<file path="src/rtl/modn_counter_chain.sv">
// Cascaded modulo-N up/down counter digits with load, clear, wrap/saturate
// and carry/overflow reporting. Chains to further instances via carry_out.
module modn_counter_chain #(
  parameter int DIGITS  = 4,
  parameter int WIDTH   = 4,
  parameter int MODULUS = 10
) (
  input  logic                      clk,
  input  logic                      rst_n,
  input  logic                      en,
  input  logic                      up,
  input  logic                      sat,
  input  logic                      clear,
  input  logic                      load,
  input  logic [DIGITS*WIDTH-1:0]   load_val,
  output logic [DIGITS*WIDTH-1:0]   count,
  output logic                      carry_out,
  output logic                      ovf
);

  localparam logic [WIDTH-1:0] DIG_MAX = WIDTH'(MODULUS - 1);
  localparam logic [WIDTH:0]   DIG_MOD = (WIDTH+1)'(MODULUS);

  logic [DIGITS*WIDTH-1:0] count_q, count_d;
  logic                    ovf_q, ovf_d;
  logic [DIGITS-1:0]       at_max, at_zero;
  logic                    term, cnt_go;

  function automatic logic [WIDTH-1:0] dig_inc(input logic [WIDTH-1:0] d);
    return (d == DIG_MAX) ? '0 : d + 1'b1;
  endfunction

  function automatic logic [WIDTH-1:0] dig_dec(input logic [WIDTH-1:0] d);
    return (d == '0) ? DIG_MAX : d - 1'b1;
  endfunction

  // Out-of-range load digits collapse to zero so every stored digit is legal.
  function automatic logic [WIDTH-1:0] dig_load(input logic [WIDTH-1:0] d);
    return ({1'b0, d} >= DIG_MOD) ? '0 : d;
  endfunction

  always_comb begin
    at_max  = '0;
    at_zero = '0;
    for (int i = 0; i < DIGITS; i++) begin
      at_max[i]  = (count_q[i*WIDTH +: WIDTH] == DIG_MAX);
      at_zero[i] = (count_q[i*WIDTH +: WIDTH] == '0);
    end
  end

  assign term      = up ? (&at_max) : (&at_zero);
  assign cnt_go    = en & ~clear & ~load;
  assign carry_out = cnt_go & term;

  always_comb begin
    logic ripple;
    count_d = count_q;
    ovf_d   = 1'b0;
    ripple  = 1'b1;
    if (clear) begin
      count_d = '0;
    end else if (load) begin
      for (int i = 0; i < DIGITS; i++)
        count_d[i*WIDTH +: WIDTH] = dig_load(load_val[i*WIDTH +: WIDTH]);
    end else if (en) begin
      ovf_d = term;
      // A saturating terminal step only reports; the count itself holds.
      if (!(term && sat)) begin
        for (int i = 0; i < DIGITS; i++) begin
          if (ripple)
            count_d[i*WIDTH +: WIDTH] = up ? dig_inc(count_q[i*WIDTH +: WIDTH])
                                           : dig_dec(count_q[i*WIDTH +: WIDTH]);
          ripple = ripple & (up ? at_max[i] : at_zero[i]);
        end
      end
    end
  end

  always_ff @(posedge clk or negedge rst_n) begin
    if (!rst_n) begin
      count_q <= '0;
      ovf_q   <= 1'b0;
    end else begin
      count_q <= count_d;
      ovf_q   <= ovf_d;
    end
  end

  assign count = count_q;
  assign ovf   = ovf_q;

endmodule

</file>
<file path="config.mk">
export PLATFORM = sky130hd
export DESIGN_NAME = modn_counter_chain
export DESIGN_NICKNAME = d
export VERILOG_FILES = /design/src/rtl/modn_counter_chain.sv
export SDC_FILE = /design/constraint.sdc
export NUM_CORES = 1
export LEC_CHECK = 0
export BUFFER_PORTS_ARGS = -buffer_cell sky130_fd_sc_hd__buf_4
export CAP_MARGIN = 15
export CORE_UTILIZATION = 50
export DETAILED_ROUTE_END_ITERATION = 10
export PLACE_DENSITY = 0.74
export SETUP_SLACK_MARGIN = 0.5
export SLEW_MARGIN = 20
export SYNTH_ARGS = -nofsm -noshare
export SYNTH_HDL_FRONTEND = slang
export SYNTH_SLANG_ARGS = --single-unit
</file>
<file path="constraint.sdc">
create_clock -name clk -period 2.82 [get_ports clk]
set_clock_uncertainty 0.15 [all_clocks]
set_input_delay 0.423 -clock clk [delete_from_list [all_inputs] [get_ports clk]]
set_output_delay 0.423 -clock clk [all_outputs]
set_load 0.01 [all_outputs]
</file>
After elaboration in Yosys (flattened, before gate mapping)
Cells that the tools add are included.
Cells by class
  bitwise logic cells: 7
  muxes and demuxes: 30
  reductions and logical operators: 15
  order comparisons: 4
  add/sub/neg operators: 8
  eq/ne operators: 5
Operators with widths (number)
  4-bit 2-to-1 mux: 19
  16-bit 2-to-1 mux: 4
  4-bit by 1-bit adder with 4-bit output, second input constant: 4
  4-bit equality test, second input constant: 4
  4-bit >= comparator, second input constant: 4
  4-bit zero test: 4
  4-bit by 1-bit subtractor with 4-bit output, second input constant: 4
  3-bit nonzero test: 4
  3-bit AND reduction: 3
  4-bit AND reduction: 2
  1-bit 2-to-1 mux: 7
  1-bit AND: 5
  3-bit inequality test, second input constant: 1
  1-bit NOT: 2
  2-bit AND reduction: 1
  1-bit logical AND: 1
Storage, ports and cells
  register bits: 17
  word-level logic and storage cells: 74
  output and inout bits: 18

Logic depth before layout (Yosys ltp)
  depth after elaboration: 9
  depth in mapped cells: 8

Worst setup path after synthesis
No wires, ideal clock.
  path type: register to register
  from: register count_q[0], in the netlist count[0]
  to: register count_q[15], in the netlist count[15]
  setup slack: 0.026 ns
  clock period less this slack: 2.794 ns
  arrival: 2.517 ns
  required time: 2.542 ns
  stages on the path, launching flop included: 8
  path through: dfrtp_1 inv_1 ha_1 or4b_1 or4_4 o21a_4 a31oi_4 mux2_1
On the way
  cells in the longest elaborated chain, start to end: 6
  elaborated cells on any way between the ends: 12
RTL lines
  from (decl): RTL line 24  | logic [DIGITS*WIDTH-1:0] count_q, count_d;
  from (signal assigned): RTL line 84  | count_q <= count_d;
  4-bit equality test / 4-bit zero test (equally long branches): RTL line 46, 47
  4-bit AND reduction / 1-bit 2-to-1 mux (equally long branches): RTL line 51, 73
  1-bit 2-to-1 mux / 1-bit AND (equally long branches): RTL line 51, 73
  1-bit logical AND / 1-bit AND (equally long branches): RTL line 68, 73
  3-bit inequality test (no line) / 3-bit nonzero test (equally long branches)
  3-bit AND reduction (no line) (*)
Every way passes the cells marked *; elsewhere a longest branch is shown, timed or not.
A chain may end at the register's enable or synchronous reset.

Worst setup path after layout
  from: register count_q[0], in the netlist count[0]
  to: output port carry_out
On the way
  cells in the longest elaborated chain, start to end: 4
  elaborated cells on any way between the ends: 6
RTL lines
  4-bit equality test / 4-bit zero test (equally long branches): RTL line 46, 47
  4-bit AND reduction: RTL line 51  | assign term = up ? (&at_max) : (&at_zero);
  1-bit 2-to-1 mux (*): RTL line 51
  1-bit AND (*): RTL line 53  | assign carry_out = cnt_go & term;
  to (decl): RTL line 17  | output logic carry_out,
Marked as above.

==> impl_metrics.toml <==
[grt]
grt_pass1_vias = 1949
top_usage_layer = "met2"
track_usage_pct = 28.8
grt_pass1_wl_um = 9110
antenna_found_initial = 0
grt.overflow.total = 0
grt_use_met1_pct = 40.2
use_met3_pct = 4.74
grt_start_max_net_pins = 38
use_met2_pct = 45.8

[critical_path]
reg2reg_slack_ps = 160
start_kind = "flop"
cp_max_fo = 3
required_ps = 2250
rr_startpoint = "count[0]$_DFFE_PN0P_"
crit_end = "carry_out"
r2r-end = "count[15]$_DFFE_PN0P_"
critPathLaunch = "count[0]$_DFFE_PN0P_"
cp-end-kind = "output pin"
rr_worst_depth = 8
path_class = "flop to output pin"
crit_arrival_ps = 2240

[drt]
wl_per_cell_um = 16.3
dr.pass1.iters = 5
num_vias = 2090
drtAntennaViolNets = 0
drc = 0
drt_iter0_drc = 228
totalWireLength_um = 5460
viasPerCell = 6.26

[yosys]
synth_nets = 263
synth_top_family_by_area = "compound AO/OA/AOI/OAI gates"
synth_edf_count = 0
synth-simple-area-share_pct = 29.1
ys_seq_area_share_pct = 23.1
async_flop_share_pct = 100
synth_compound_area_share_pct = 30.7
synth_xor_area_share_pct = 2.38
postSynthAreaPerCell_um2 = 7.81
synth_fa_ha_area_share_pct = 2.72
synth_flop_cell = "dfrtp_1"
syn_area_um2 = 1840
synthDistinctLibCells = 62
yosys_warnings = 0
synthMuxAreaShare_pct = 4.96
synthCells = 236
synth-seq-cells = 17

[clock_tree]
cts-root-buf = "clkbuf_8"
clk_pin_slew_ps = 70
clock_sinks = 17
numCtsBuffers = 3
cts.path.max_buffers = 2
clock_latency_ps = 250
h-tree-depth = 1
cts_tree = "built"

[sta]
finalMaxSlewViolations = 0
setup_viol = 0
hold_viol = 0
setup_tns_ps = 0
rsz0062_at_grt = "true"
fmax_ghz = 0.355
tightestPinTransition_ps = 504
finalCritPeriodShare_pct = 99.8
period_needed_ps = 2820
slew-limit-headroom_pct = 66.4

[power_and_ir_drop]
vdd_drop_max_uv = 298
power_density_nw_per_um2 = 336
power.leakage_nw = 1.01

[run]
cap_violations = 0

[placed_design]
placed_cells = 318
dp_hpwl_um = 3780
io_buffers = 40
globalplace.congestion = 0.882

[cells_and_area]
nets = 316
antenna_cells = 0
layout_common_cells = "buf_4 (62), o21ai_0 (16), nor2_1 (15), dfrtp_1 (15)"
final_common_cell = "buf_4"
syn2layout_area_growth_pct = 34.7
instances_no_fill = 334
drive_above_1_share_pct = 33.3
multi_input_area_um2 = 1380
fillers = 284
ff_latch_area_um2 = 428

[floorplan]
die_h_um = 62.7
start_util_pct = 53.5
die_area_um2 = 3930
ios = 41
core_um2 = 3440
die_w_um = 62.7
num_rows = 21

[min_path]
hold_path.class = "input port to flop"
hold_start = "load_val[4]"
min_path_cells = 3

[outcome]
outcome = "complete, no violations"
## flip-flops by register name (all words and copies together), names as in the netlist
| name | count |
|---|---|
| count | 16 |
| ovf | 1 |
## timing repair
item                                    in CTS  in global routing
gates resized for setup                     11                  7
endpoints found under the setup margin      17                 17
endpoints found under the hold margin       17                  0
hold buffers                                 1                  0
buffers inserted                             8                  3
pin swaps                                    4                  5
## metrics by stage
| step | power [mW] | area [um^2] | hold WS [ps] | util [%] | setup WS [ps] |
|---|---|---|---|---|---|
| after floorplan | 0.491 | 1880 | -22.6 | - | 193 |
| after global placement | 0.608 | 2260 | 156 | 65.6 | 190 |
| after detailed placement | 0.611 | 2260 | 155 | 65.6 | 153 |
| after CTS | 0.816 | 2420 | 266 | 70.4 | 6.18 |
| after global routing | 0.886 | 2480 | 282 | 72.1 | -76.4 |
| final | 0.835 | 2480 | 266 | 72.1 | 4.31 |
## layer usage
layer / up-vias / share of wire [%]
met5: - / 0
met4: 0 / 1.5
met3: 12 / 7.6
met2: 97 / 47
met1: 978 / 44
li1: 1003 / -
## critical path, stage by stage (launching register included)
cell	delay, ps
dfrtp_2	410
inv_2	80
ha_4	120
or4b_4	460
or4_4	450
mux2i_1	160
and4_1	190
buf_4	120
## where the power goes
part	switching (mW)	total (mW)	internal (mW)
sequential	0.0233	0.284	0.261
combinational	0.190	0.370	0.180
clock	0.0811	0.181	0.100
## how the worst min path moves through the flow
stage,end,slack [ps]
floorplan,count[0]$_DFFE_PN0P_,-20
global placement,count[13]$_DFFE_PN0P_,160
detailed placement,count[14]$_DFFE_PN0P_,150
CTS,count[4]$_DFFE_PN0P_,270
global route,count[4]$_DFFE_PN0P_,280
finish,count[4]$_DFFE_PN0P_,270
## Yosys cell counts, types with 4 or more instances
| library cell | instances | area [um^2] |
|---|---|---|
| clkbuf_1 | 16 | 60.1 |
| dfrtp_1 | 17 | 425 |
| a31oi_1 | 4 | 25.0 |
| ha_1 | 4 | 50.1 |
| inv_1 | 11 | 41.3 |
| nor2_1 | 15 | 56.3 |
| a221o_1 | 5 | 50.1 |
| o211ai_1 | 4 | 30.0 |
| nand2_1 | 10 | 37.5 |
| mux2i_1 | 8 | 80.1 |
| nor4_1 | 5 | 31.3 |
| nor2b_1 | 7 | 43.8 |
| o21ai_0 | 16 | 80.1 |
| a21oi_1 | 14 | 70.1 |
| nand2b_1 | 5 | 31.3 |
| nand3_1 | 13 | 65.1 |
| and4_1 | 4 | 35.0 |
| nor3_1 | 6 | 30.0 |
| a211oi_1 | 5 | 37.5 |
| or3_1 | 4 | 25.0 |
| xnor2_1 | 4 | 35.0 |
| or2_2 | 4 | 25.0 |
## kinds of logic after synthesis
| group | after synthesis |
|---|---|
| buffers and inverters | 32 |
| XOR/XNOR | 5 |
| AND/OR/NAND/NOR | 93 |
| flip-flops | 17 |
| AO/OA/AOI/OAI | 76 |
| multiplexers | 9 |
| adder cells (fa/ha/maj) | 4 |
## final cells by class
type | count | share of cell area, %
inverter | 12 | 1.81
tap | 46 | 2.32
sequential | 17 | 17.2
clock buffer | 4 | 1.81
timing repair buffer | 68 | 21.4
multi-input combinational | 187 | 55.4
No activity file was read; power rests on OpenSTA's default activity.
